--- config.mk ---
export PLATFORM = sky130hd
export DESIGN_NAME = id_ex_pipeline_stage_flat
export DESIGN_NICKNAME = d
export VERILOG_FILES = /design/src/rtl/id_ex_pipeline_stage_pkg.sv /design/src/rtl/id_ex_pipeline_stage_if.sv /design/src/rtl/id_ex_pipeline_stage_forward_select.sv /design/src/rtl/id_ex_pipeline_stage.sv /design/src/flat_wrapper.sv
export SDC_FILE = /design/constraint.sdc
export NUM_CORES = 1
export LEC_CHECK = 0
export ABC_CLOCK_PERIOD_IN_PS = 1920
export BUFFER_PORTS_ARGS = -buffer_cell sky130_fd_sc_hd__buf_4
export CAP_MARGIN = 40
export CORE_AREA = 5 5 243 245
export DETAILED_ROUTE_END_ITERATION = 10
export DIE_AREA = 0 0 248 250
export PLACE_DENSITY = 0.5
export SKIP_CTS_REPAIR_TIMING = 1
export SYNTH_ARGS = -nofsm -noshare
export SYNTH_HDL_FRONTEND = slang
export SYNTH_SLANG_ARGS = --single-unit
--- constraint.sdc ---
create_clock -name CLOCK -period 1.92 [get_ports CLOCK]
set_input_delay 0 -clock CLOCK [delete_from_list [all_inputs] [get_ports CLOCK]]
set_output_delay 0 -clock CLOCK [all_outputs]
set_load 0.02 [all_outputs]
--- src/rtl/id_ex_pipeline_stage_pkg.sv ---
// Shared widths, control-bundle type and hazard helper for the ID/EX stage.
package leg_pipe_pkg;

  localparam int DATA_W  = 64;
  localparam int ADDR_W  = 5;
  localparam int ALUOP_W = 4;
  localparam logic [ADDR_W-1:0] ZERO_REG = ADDR_W'(31);

  typedef struct packed {
    logic               regWrite;
    logic               memRead;
    logic               memWrite;
    logic               aluSrc;
    logic [ALUOP_W-1:0] aluOp;
  } ctrl_t;

  localparam ctrl_t CTRL_BUBBLE = '0;

  // True when a producer writing wa should supply the value of source register src.
  // XZR is never a match, so its read always stays the register-file zero.
  function automatic logic producerHits(input logic we,
                                        input logic [ADDR_W-1:0] wa,
                                        input logic [ADDR_W-1:0] src);
    return we && (wa == src) && (src != ZERO_REG);
  endfunction

endpackage

--- src/rtl/id_ex_pipeline_stage_if.sv ---
// Bus between decode/forwarding sources and the ID/EX register.
interface id_ex_pipeline_stage_if;
  import leg_pipe_pkg::*;

  logic                id_valid;
  logic [ADDR_W-1:0]   readAddress1;
  logic [ADDR_W-1:0]   readAddress2;
  logic [DATA_W-1:0]   regData1;
  logic [DATA_W-1:0]   regData2;
  logic [ADDR_W-1:0]   writeAddress;
  logic [DATA_W-1:0]   id_imm;
  logic                id_regWrite;
  logic                id_memRead;
  logic                id_memWrite;
  logic                id_aluSrc;
  logic [ALUOP_W-1:0]  id_aluOp;
  logic                flush;
  logic                mem_regWrite;
  logic [ADDR_W-1:0]   mem_writeAddress;
  logic [DATA_W-1:0]   mem_result;
  logic                wb_regWrite;
  logic [ADDR_W-1:0]   wb_writeAddress;
  logic [DATA_W-1:0]   wb_writeData;
  logic                stall;
  logic                ex_valid;
  logic                ex_regWrite;
  logic                ex_memRead;
  logic                ex_memWrite;
  logic                ex_aluSrc;
  logic [ALUOP_W-1:0]  ex_aluOp;
  logic [ADDR_W-1:0]   ex_writeAddress;
  logic [DATA_W-1:0]   ex_imm;
  logic [DATA_W-1:0]   ex_operandA;
  logic [DATA_W-1:0]   ex_storeData;
  logic [DATA_W-1:0]   ex_operandB;

  modport master (
    output id_valid, readAddress1, readAddress2, regData1, regData2, writeAddress,
           id_imm, id_regWrite, id_memRead, id_memWrite, id_aluSrc, id_aluOp, flush,
           mem_regWrite, mem_writeAddress, mem_result,
           wb_regWrite, wb_writeAddress, wb_writeData,
    input  stall, ex_valid, ex_regWrite, ex_memRead, ex_memWrite, ex_aluSrc, ex_aluOp,
           ex_writeAddress, ex_imm, ex_operandA, ex_storeData, ex_operandB
  );

  modport slave (
    input  id_valid, readAddress1, readAddress2, regData1, regData2, writeAddress,
           id_imm, id_regWrite, id_memRead, id_memWrite, id_aluSrc, id_aluOp, flush,
           mem_regWrite, mem_writeAddress, mem_result,
           wb_regWrite, wb_writeAddress, wb_writeData,
    output stall, ex_valid, ex_regWrite, ex_memRead, ex_memWrite, ex_aluSrc, ex_aluOp,
           ex_writeAddress, ex_imm, ex_operandA, ex_storeData, ex_operandB
  );

endinterface

--- src/rtl/id_ex_pipeline_stage_forward_select.sv ---
// Priority operand mux: EX/MEM result, then MEM/WB data, then the captured value.
module forward_select
  import leg_pipe_pkg::*;
(
  input  logic [ADDR_W-1:0] src,
  input  logic [DATA_W-1:0] captured,
  input  logic              memRegWrite,
  input  logic [ADDR_W-1:0] memWriteAddress,
  input  logic [DATA_W-1:0] memResult,
  input  logic              wbRegWrite,
  input  logic [ADDR_W-1:0] wbWriteAddress,
  input  logic [DATA_W-1:0] wbWriteData,
  output logic [DATA_W-1:0] operand
);

  // Newest producer wins; with no producer match the captured operand passes through.
  always_comb begin
    operand = captured;
    if (producerHits(memRegWrite, memWriteAddress, src)) begin
      operand = memResult;
    end else if (producerHits(wbRegWrite, wbWriteAddress, src)) begin
      operand = wbWriteData;
    end
  end

endmodule

--- src/rtl/id_ex_pipeline_stage.sv ---
// ID/EX pipeline register with capture bypass, operand forwarding and load-use stall.
module id_ex_pipeline_stage (
  input logic CLOCK,
  input logic RESET,
  id_ex_pipeline_stage_if.slave bus
);
  import leg_pipe_pkg::*;

  logic              exValid;
  ctrl_t             exCtrl;
  logic [ADDR_W-1:0] exWriteAddress;
  logic [DATA_W-1:0] exImm;
  logic [DATA_W-1:0] capA;
  logic [DATA_W-1:0] capB;
  logic [ADDR_W-1:0] srcA;
  logic [ADDR_W-1:0] srcB;

  logic              loadUse;
  ctrl_t             idCtrl;
  logic [DATA_W-1:0] bypassA;
  logic [DATA_W-1:0] bypassB;
  logic [DATA_W-1:0] operandA;
  logic [DATA_W-1:0] storeData;

  // Decode-side view: gated control, same-cycle write-through and load-use detection.
  always_comb begin
    idCtrl = CTRL_BUBBLE;
    if (bus.id_valid) begin
      idCtrl.regWrite = bus.id_regWrite;
      idCtrl.memRead  = bus.id_memRead;
      idCtrl.memWrite = bus.id_memWrite;
      idCtrl.aluSrc   = bus.id_aluSrc;
      idCtrl.aluOp    = bus.id_aluOp;
    end
    bypassA = producerHits(bus.wb_regWrite, bus.wb_writeAddress, bus.readAddress1)
              ? bus.wb_writeData : bus.regData1;
    bypassB = producerHits(bus.wb_regWrite, bus.wb_writeAddress, bus.readAddress2)
              ? bus.wb_writeData : bus.regData2;
    loadUse = exValid && exCtrl.memRead && (exWriteAddress != ZERO_REG) && bus.id_valid &&
              ((exWriteAddress == bus.readAddress1) || (exWriteAddress == bus.readAddress2));
  end

  // Stage register: reset, then flush/stall bubble, otherwise capture decode.
  always_ff @(posedge CLOCK) begin
    if (RESET) begin
      exValid        <= 1'b0;
      exCtrl         <= CTRL_BUBBLE;
      exWriteAddress <= '0;
      exImm          <= '0;
      capA           <= '0;
      capB           <= '0;
      srcA           <= '0;
      srcB           <= '0;
    end else if (bus.flush || loadUse) begin
      exValid        <= 1'b0;
      exCtrl         <= CTRL_BUBBLE;
      exWriteAddress <= ZERO_REG;
      exImm          <= '0;
      capA           <= '0;
      capB           <= '0;
      srcA           <= ZERO_REG;
      srcB           <= ZERO_REG;
    end else begin
      exValid        <= bus.id_valid;
      exCtrl         <= idCtrl;
      exWriteAddress <= bus.writeAddress;
      exImm          <= bus.id_imm;
      capA           <= bypassA;
      capB           <= bypassB;
      srcA           <= bus.readAddress1;
      srcB           <= bus.readAddress2;
    end
  end

  forward_select fwdA (
    .src             (srcA),
    .captured        (capA),
    .memRegWrite     (bus.mem_regWrite),
    .memWriteAddress (bus.mem_writeAddress),
    .memResult       (bus.mem_result),
    .wbRegWrite      (bus.wb_regWrite),
    .wbWriteAddress  (bus.wb_writeAddress),
    .wbWriteData     (bus.wb_writeData),
    .operand         (operandA)
  );

  forward_select fwdB (
    .src             (srcB),
    .captured        (capB),
    .memRegWrite     (bus.mem_regWrite),
    .memWriteAddress (bus.mem_writeAddress),
    .memResult       (bus.mem_result),
    .wbRegWrite      (bus.wb_regWrite),
    .wbWriteAddress  (bus.wb_writeAddress),
    .wbWriteData     (bus.wb_writeData),
    .operand         (storeData)
  );

  assign bus.stall           = loadUse;
  assign bus.ex_valid        = exValid;
  assign bus.ex_regWrite     = exCtrl.regWrite;
  assign bus.ex_memRead      = exCtrl.memRead;
  assign bus.ex_memWrite     = exCtrl.memWrite;
  assign bus.ex_aluSrc       = exCtrl.aluSrc;
  assign bus.ex_aluOp        = exCtrl.aluOp;
  assign bus.ex_writeAddress = exWriteAddress;
  assign bus.ex_imm          = exImm;
  assign bus.ex_operandA     = operandA;
  assign bus.ex_storeData    = storeData;
  assign bus.ex_operandB     = exCtrl.aluSrc ? exImm : storeData;

endmodule

--- src/flat_wrapper.sv ---
// flat-port wrapper written by rule: the top's interface ports become plain ports
module id_ex_pipeline_stage_flat import leg_pipe_pkg::*;
  (CLOCK, RESET, bus_id_valid, bus_readAddress1, bus_readAddress2, bus_regData1, bus_regData2, bus_writeAddress, bus_id_imm, bus_id_regWrite, bus_id_memRead, bus_id_memWrite, bus_id_aluSrc, bus_id_aluOp, bus_flush, bus_mem_regWrite, bus_mem_writeAddress, bus_mem_result, bus_wb_regWrite, bus_wb_writeAddress, bus_wb_writeData, bus_stall, bus_ex_valid, bus_ex_regWrite, bus_ex_memRead, bus_ex_memWrite, bus_ex_aluSrc, bus_ex_aluOp, bus_ex_writeAddress, bus_ex_imm, bus_ex_operandA, bus_ex_storeData, bus_ex_operandB);
  id_ex_pipeline_stage_if bus_i ();
  input logic CLOCK;
  input logic RESET;
  input wire logic [$bits(bus_i.id_valid)-1:0] bus_id_valid;
  input wire logic [$bits(bus_i.readAddress1)-1:0] bus_readAddress1;
  input wire logic [$bits(bus_i.readAddress2)-1:0] bus_readAddress2;
  input wire logic [$bits(bus_i.regData1)-1:0] bus_regData1;
  input wire logic [$bits(bus_i.regData2)-1:0] bus_regData2;
  input wire logic [$bits(bus_i.writeAddress)-1:0] bus_writeAddress;
  input wire logic [$bits(bus_i.id_imm)-1:0] bus_id_imm;
  input wire logic [$bits(bus_i.id_regWrite)-1:0] bus_id_regWrite;
  input wire logic [$bits(bus_i.id_memRead)-1:0] bus_id_memRead;
  input wire logic [$bits(bus_i.id_memWrite)-1:0] bus_id_memWrite;
  input wire logic [$bits(bus_i.id_aluSrc)-1:0] bus_id_aluSrc;
  input wire logic [$bits(bus_i.id_aluOp)-1:0] bus_id_aluOp;
  input wire logic [$bits(bus_i.flush)-1:0] bus_flush;
  input wire logic [$bits(bus_i.mem_regWrite)-1:0] bus_mem_regWrite;
  input wire logic [$bits(bus_i.mem_writeAddress)-1:0] bus_mem_writeAddress;
  input wire logic [$bits(bus_i.mem_result)-1:0] bus_mem_result;
  input wire logic [$bits(bus_i.wb_regWrite)-1:0] bus_wb_regWrite;
  input wire logic [$bits(bus_i.wb_writeAddress)-1:0] bus_wb_writeAddress;
  input wire logic [$bits(bus_i.wb_writeData)-1:0] bus_wb_writeData;
  output wire logic [$bits(bus_i.stall)-1:0] bus_stall;
  output wire logic [$bits(bus_i.ex_valid)-1:0] bus_ex_valid;
  output wire logic [$bits(bus_i.ex_regWrite)-1:0] bus_ex_regWrite;
  output wire logic [$bits(bus_i.ex_memRead)-1:0] bus_ex_memRead;
  output wire logic [$bits(bus_i.ex_memWrite)-1:0] bus_ex_memWrite;
  output wire logic [$bits(bus_i.ex_aluSrc)-1:0] bus_ex_aluSrc;
  output wire logic [$bits(bus_i.ex_aluOp)-1:0] bus_ex_aluOp;
  output wire logic [$bits(bus_i.ex_writeAddress)-1:0] bus_ex_writeAddress;
  output wire logic [$bits(bus_i.ex_imm)-1:0] bus_ex_imm;
  output wire logic [$bits(bus_i.ex_operandA)-1:0] bus_ex_operandA;
  output wire logic [$bits(bus_i.ex_storeData)-1:0] bus_ex_storeData;
  output wire logic [$bits(bus_i.ex_operandB)-1:0] bus_ex_operandB;
  assign bus_i.id_valid = bus_id_valid;
  assign bus_i.readAddress1 = bus_readAddress1;
  assign bus_i.readAddress2 = bus_readAddress2;
  assign bus_i.regData1 = bus_regData1;
  assign bus_i.regData2 = bus_regData2;
  assign bus_i.writeAddress = bus_writeAddress;
  assign bus_i.id_imm = bus_id_imm;
  assign bus_i.id_regWrite = bus_id_regWrite;
  assign bus_i.id_memRead = bus_id_memRead;
  assign bus_i.id_memWrite = bus_id_memWrite;
  assign bus_i.id_aluSrc = bus_id_aluSrc;
  assign bus_i.id_aluOp = bus_id_aluOp;
  assign bus_i.flush = bus_flush;
  assign bus_i.mem_regWrite = bus_mem_regWrite;
  assign bus_i.mem_writeAddress = bus_mem_writeAddress;
  assign bus_i.mem_result = bus_mem_result;
  assign bus_i.wb_regWrite = bus_wb_regWrite;
  assign bus_i.wb_writeAddress = bus_wb_writeAddress;
  assign bus_i.wb_writeData = bus_wb_writeData;
  assign bus_stall = bus_i.stall;
  assign bus_ex_valid = bus_i.ex_valid;
  assign bus_ex_regWrite = bus_i.ex_regWrite;
  assign bus_ex_memRead = bus_i.ex_memRead;
  assign bus_ex_memWrite = bus_i.ex_memWrite;
  assign bus_ex_aluSrc = bus_i.ex_aluSrc;
  assign bus_ex_aluOp = bus_i.ex_aluOp;
  assign bus_ex_writeAddress = bus_i.ex_writeAddress;
  assign bus_ex_imm = bus_i.ex_imm;
  assign bus_ex_operandA = bus_i.ex_operandA;
  assign bus_ex_storeData = bus_i.ex_storeData;
  assign bus_ex_operandB = bus_i.ex_operandB;
  id_ex_pipeline_stage u_core (.CLOCK(CLOCK), .RESET(RESET), .bus(bus_i));
endmodule
**Word level (Yosys, flattened, before mapping)**

Index checks and enable logic that the tools add are counted.

- Bits in registers: 216
- Latch bits: 0
- Bits in writable memories: 0
- Bits in read-only memories: 0
- Input bits: 359
- Output and inout bits: 271
- Logic and storage cells: 56
- Memories kept: 0

- $add $sub $neg: 0
- $mul: 0
- Div/mod/pow operators: 0
- $lt $le $gt $ge: 0
- Eq/ne operators: 13
- Shifts and indexed selects: 0
- Multiplexer cells: 10
- Bitwise operators: 1
- Reduce and logical (&&, ||, !) cells: 20

Operators with widths:

| cell | number |
|---|---|
| 2-to-1 mux 64 bit | 7 |
| == test 5 bit | 8 |
| != test 5 bit, second input constant | 5 |
| logical AND 1 bit | 16 |
| 2-to-1 mux 5 bit | 3 |
| OR reduction 3 bit | 1 |
| logical OR 1 bit | 2 |
| OR reduction 2 bit | 1 |
| NOT 1 bit | 1 |

**Longest topological paths before layout**

- Depth in word-level cells: 6
- Mapped depth: 8
- Gate-level depth less buffers: 5

**Modules after synthesis**

Synthesis repeated with hierarchy kept, for this count alone.

- Cells, all modules: 1,377
- Area, all modules: 11,668.7 sq um

Modules (own cells, without submodules):

| module | times used | cells an instance | area each (sq um) | seq. area each (sq um) |
|---|---|---|---|---|
| id_ex_pipeline_stage | 1 | 733 | 8,000.2 | 4,324.1 |
| forward_select | 2 | 322 | 1,834.3 | 0.0 |

**Worst setup path before layout**

Ideal clock, no wire load.

- Path type: register to output
- Start: register u_core.srcB[2]
- End: output bus_ex_operandB[29]
- Data arrival time: 1.967 ns
- Data required time: 1.920 ns
- Setup slack: -0.047 ns
- Cell stages (with the launch flop): 8
- Buffers on the path: 2
- Path through: dfxtp_1 > nand3_1 > nor2_2 > buf_4 > buf_2 > o31ai_2 > a31oi_1 > mux2_2

- Word-level cells in the longest chain between the ends: 6
- Elaborated cells on any way between the ends: 10
- Classes of those cells: eq/ne: 3; mux: 3; reduce/logical: 4

RTL lines:

| element | line | text |
|---|---|---|
| from (decl) | id_ex_pipeline_stage.sv:16 | `logic [ADDR_W-1:0] srcB;` |
| from (signal assigned) | id_ex_pipeline_stage.sv:71 | `srcB <= bus.readAddress2;` |
| == test 5 bit | id_ex_pipeline_stage_pkg.sv:24 | `return we && (wa == src) && (src != ZERO_REG);` |
| logical AND 1 bit (2 in a row) | id_ex_pipeline_stage_pkg.sv:24 |  |
| 2-to-1 mux 64 bit | id_ex_pipeline_stage_forward_select.sv:21 | `end else if (producerHits(wbRegWrite, wbWriteAddress, src)) begin` |
| 2-to-1 mux 64 bit (*) | id_ex_pipeline_stage_forward_select.sv:19 | `if (producerHits(memRegWrite, memWriteAddress, src)) begin` |
| via bus_ex_storeData[29] | flat_wrapper.sv:36 | `output wire logic [$bits(bus_i.ex_storeData)-1:0] bus_ex_storeData;` |
| 2-to-1 mux 64 bit (*) | id_ex_pipeline_stage.sv:110 | `assign bus.ex_operandB = exCtrl.aluSrc ? exImm : storeData;` |
| to (decl) | flat_wrapper.sv:37 | `output wire logic [$bits(bus_i.ex_operandB)-1:0] bus_ex_operandB;` |

Mark *: on every way through the listed nets, which the timed path passes. The rest lies on a longest branch.

**Worst setup path in the final report**

- Start: register u_core.srcA[3]
- End: output bus_ex_operandA[54]

- Word-level cells in the longest chain between the ends: 5
- Elaborated cells on any way between the ends: 9
- Classes of those cells: eq/ne: 3; mux: 2; reduce/logical: 4

RTL lines:

| element | line | text |
|---|---|---|
| from (decl) | id_ex_pipeline_stage.sv:15 | `logic [ADDR_W-1:0] srcA;` |
| from (signal assigned) | id_ex_pipeline_stage.sv:70 | `srcA <= bus.readAddress1;` |
| == test 5 bit | id_ex_pipeline_stage_pkg.sv:24 |  |
| logical AND 1 bit (2 in a row) | id_ex_pipeline_stage_pkg.sv:24 |  |
| 2-to-1 mux 64 bit | id_ex_pipeline_stage_forward_select.sv:21 |  |
| 2-to-1 mux 64 bit (*) | id_ex_pipeline_stage_forward_select.sv:19 |  |
| to (decl) | flat_wrapper.sv:35 | `output wire logic [$bits(bus_i.ex_operandA)-1:0] bus_ex_operandA;` |

Mark *: on every way between the ends. The rest lies on a longest branch, timed or not.

==> metrics.txt <==
status=complete, but fails checks; failing checks=negative setup slack; DRC Markers=0; Post-synth EDFFs=0; clk_lat worst skew=0.58 ns; post-route setup TNS=-111.94 ns; register area=4350 um^2; Pwr Density=598 nW/um^2; crit share post-route=136%; initial antenna violation count=4; Routed WL=67000 um; final core utilization=a little over two fifths; Pre-antenna DRT Iters=4; Worst Hold Margin=just over 0.08 ns; R2R setup slack=-0.03 ns; multi-input logic area=~7700 um^2; hold path depth=4; worst r2r src=u_core.bus.ex_writeAddress[2]$_SDFF_PP0_; Critical Path Start=u_core.srcA[3]$_SDFF_PP0_; Root Buffer=clkbuf_16; Synth Warn #=0; crit path max fanout=10; peak supply drop=0.612 mV; Wirelength per Cell=20.7 um; critical path type=reg2out; Non-Filler Instances=3232; Pins Over Slew Limit=0; Setup-failing EPs final=~200; Max Root-Sink Buffers=3; reg-to-reg critical path endpoint=u_core.bus.ex_imm[47]$_SDFF_PP0_; grt ovf=0; DR vias/cell=4.57; Rows=88; unrepaired setup endpoints after global routing=yes; Tot Pwr=around 15 mW; Filler Cell Count=5519; Clock Sink Count=roughly 220; cts bufs inserted=30; Slew @ Worst Pin=0.434 ns; register area share after synthesis=a little over a third; HP Class=in2reg; Ports=630; clk slew on worst S/H paths=~0.060 ns; global-route wire length before repair=between 80000 and 90000 um; Post-Place Worst Slack=-0.206 ns; post-route cell area=24400 um^2; die height=250 um; synthesized net count=1732; final worst slack=-0.688 ns; Setup Skew=between 0.01 and 0.015 ns; Critical Path RT=around 1.9 ns; Lkg Pwr=10.3 nW; Post-Place Cells=2787; GRT Total Usage=between 15 and 20%; fin nets=2801; H-tree depth=1; startpoint class of the critical path=flop; GPL Wtd Cong=0.835; synthesis-stage register bit count=216; share of cells above drive strength 1=roughly 43%; Worst EP arrival=~2.6 ns; Placed Area=18800 um^2; Initial Util=21.0%; PortBufs=629; Iteration-0 DRC Markers=646; Final Hold Fails=0; Post-Synthesis Cell Area=between 10000 and 15000 um^2; Antenna Nets Post-Route=0; min cycle time layout=~2.6 ns; Vias=14800; count of mapped cells out of synthesis=1373; Max-slew headroom=a little under three quarters; Most used DFF post-synth=dfxtp_1; Yosys cell types=38; Max Cap Violations=0; total die area=62000 um^2; core region area=around 57000 um^2; CTS tree=yes; area grow syn2layout=103%; Post-synth ARST share=0%; hpwl dp=around 47000 um; largest net degree at the start of global routing=66; Critical Path Sink Type=output pin; CP Capture Point=bus_ex_operandA[54]; f_max=0.383 GHz; Die X-Extent=approximately 250 um; Mapped Avg Cell Area=8.72 um^2; cells on worst reg2reg path=6; vias in the first global route=between 10000 and 15000
==> final cells by class <==
class / instances / share of cell area [%]
antenna: 2 / 0.0205
clock inverter: 9 / 0.318
sequential: 216 / 17.9
clock buffer: 46 / 3.66
tap: 765 / 3.93
multi-input combinational: 1019 / 31.4
timing repair buffer: 1174 / 42.8
inverter: 1 / 0.0154
==> worst min path at each step <==
| stage | from | slack [ns] | endpoint |
|---|---|---|---|
| after floorplan | bus_id_imm[0] | 0.12 | u_core.bus.ex_imm[0]$_SDFF_PP0_ |
| after global placement | bus_id_imm[19] | 0.20 | u_core.bus.ex_imm[19]$_SDFF_PP0_ |
| after detailed placement | bus_id_imm[17] | 0.20 | u_core.bus.ex_imm[17]$_SDFF_PP0_ |
| after CTS | bus_id_imm[17] | -0.42 | u_core.bus.ex_imm[17]$_SDFF_PP0_ |
| after global routing | bus_flush | 0.07 | u_core.bus.ex_valid$_SDFF_PP0_ |
| final | bus_flush | 0.08 | u_core.bus.ex_valid$_SDFF_PP0_ |
==> synth_stat cells (all sizes together), types with 3 or more instances <==
cell type | n | share of area (%)
dfxtp | 216 | 36
and4 | 9 | 0.66
xnor2 | 24 | 1.9
a221oi | 8 | 1.0
nand4 | 6 | 0.37
nand2 | 78 | 2.4
and3 | 65 | 3.4
mux2i | 192 | 16
a21oi | 17 | 0.71
a31oi | 56 | 2.9
and2 | 66 | 3.4
o21ai | 65 | 2.7
nor2 | 168 | 5.4
o31ai | 64 | 5.3
buf | 71 | 3.6
clkbuf | 66 | 2.1
xor2 | 14 | 1.0
mux2 | 56 | 5.3
nand3 | 61 | 2.6
or2 | 3 | 0.16
nor3 | 60 | 2.5
==> flip-flops by register name (all words and copies together), names as in the netlist, 4 cells and up <==
name / flops
u_core.capA: 64
u_core.bus.ex_imm: 64
u_core.bus.ex_writeAddress: 5
u_core.bus.ex_aluOp: 4
u_core.capB: 64
u_core.srcB: 5
u_core.srcA: 5
==> logic make-up after synthesis <==
kind of cell	synth area share, %
XOR/XNOR	2.91
multiplexers	21.3
AO/OA/AOI/OAI	12.9
flip-flops	36.1
buffers and inverters	5.66
AND/OR/NAND/NOR	21.1
==> routing by layer <==
metal / global-route usage, % / wire length (um)
met1: 21.3 / 26300
met2: 32.7 / 34300
met3: 4.08 / 4780
met4: 4.49 / 1580
met5: 0 / 0
==> layout by cell type, fill, tap and decap left out, types with 7 or more instances in the layout <==
cell           count
o21ai_1           61
a31oi_2           37
nor3_2            17
a31oi_4            7
xnor2_2           10
a221oi_2           8
buf_12            32
mux2i_1          186
a21oi_1           17
buf_4            749
nor2_1           164
o31ai_1           34
xor2_1            14
o31ai_2           29
clkbuf_1           9
nor3_1            40
and3_1            65
nand2_1           76
dlygate4sd3_1    360
xnor2_1           13
clkbuf_16         38
buf_6             17
and2_1            66
mux2_2            55
dfxtp_1          207
and4_1             8
a31oi_1           12
nand3_1           60
==> where the power goes <==
| group | internal (mW) | total, mW | switching [mW] |
|---|---|---|---|
| clock | 3.31 | 5.59 | 2.29 |
| combinational | 2.23 | 4.19 | 1.95 |
| sequential | 4.68 | 4.79 | 0.117 |
| total | 10.2 | 14.6 | 4.36 |
==> worst max-delay path, stage by stage, from the launching register on <==
cell	delay, ns
dfxtp_4	0.36
xnor2_2	0.12
nand4_1	0.18
nor4_4	0.36
buf_4	0.19
buf_12	0.14
clkbuf_16	0.20
mux2i_1	0.20
o21ai_1	0.10
buf_4	0.17
(Power assumes the default switching activity.)
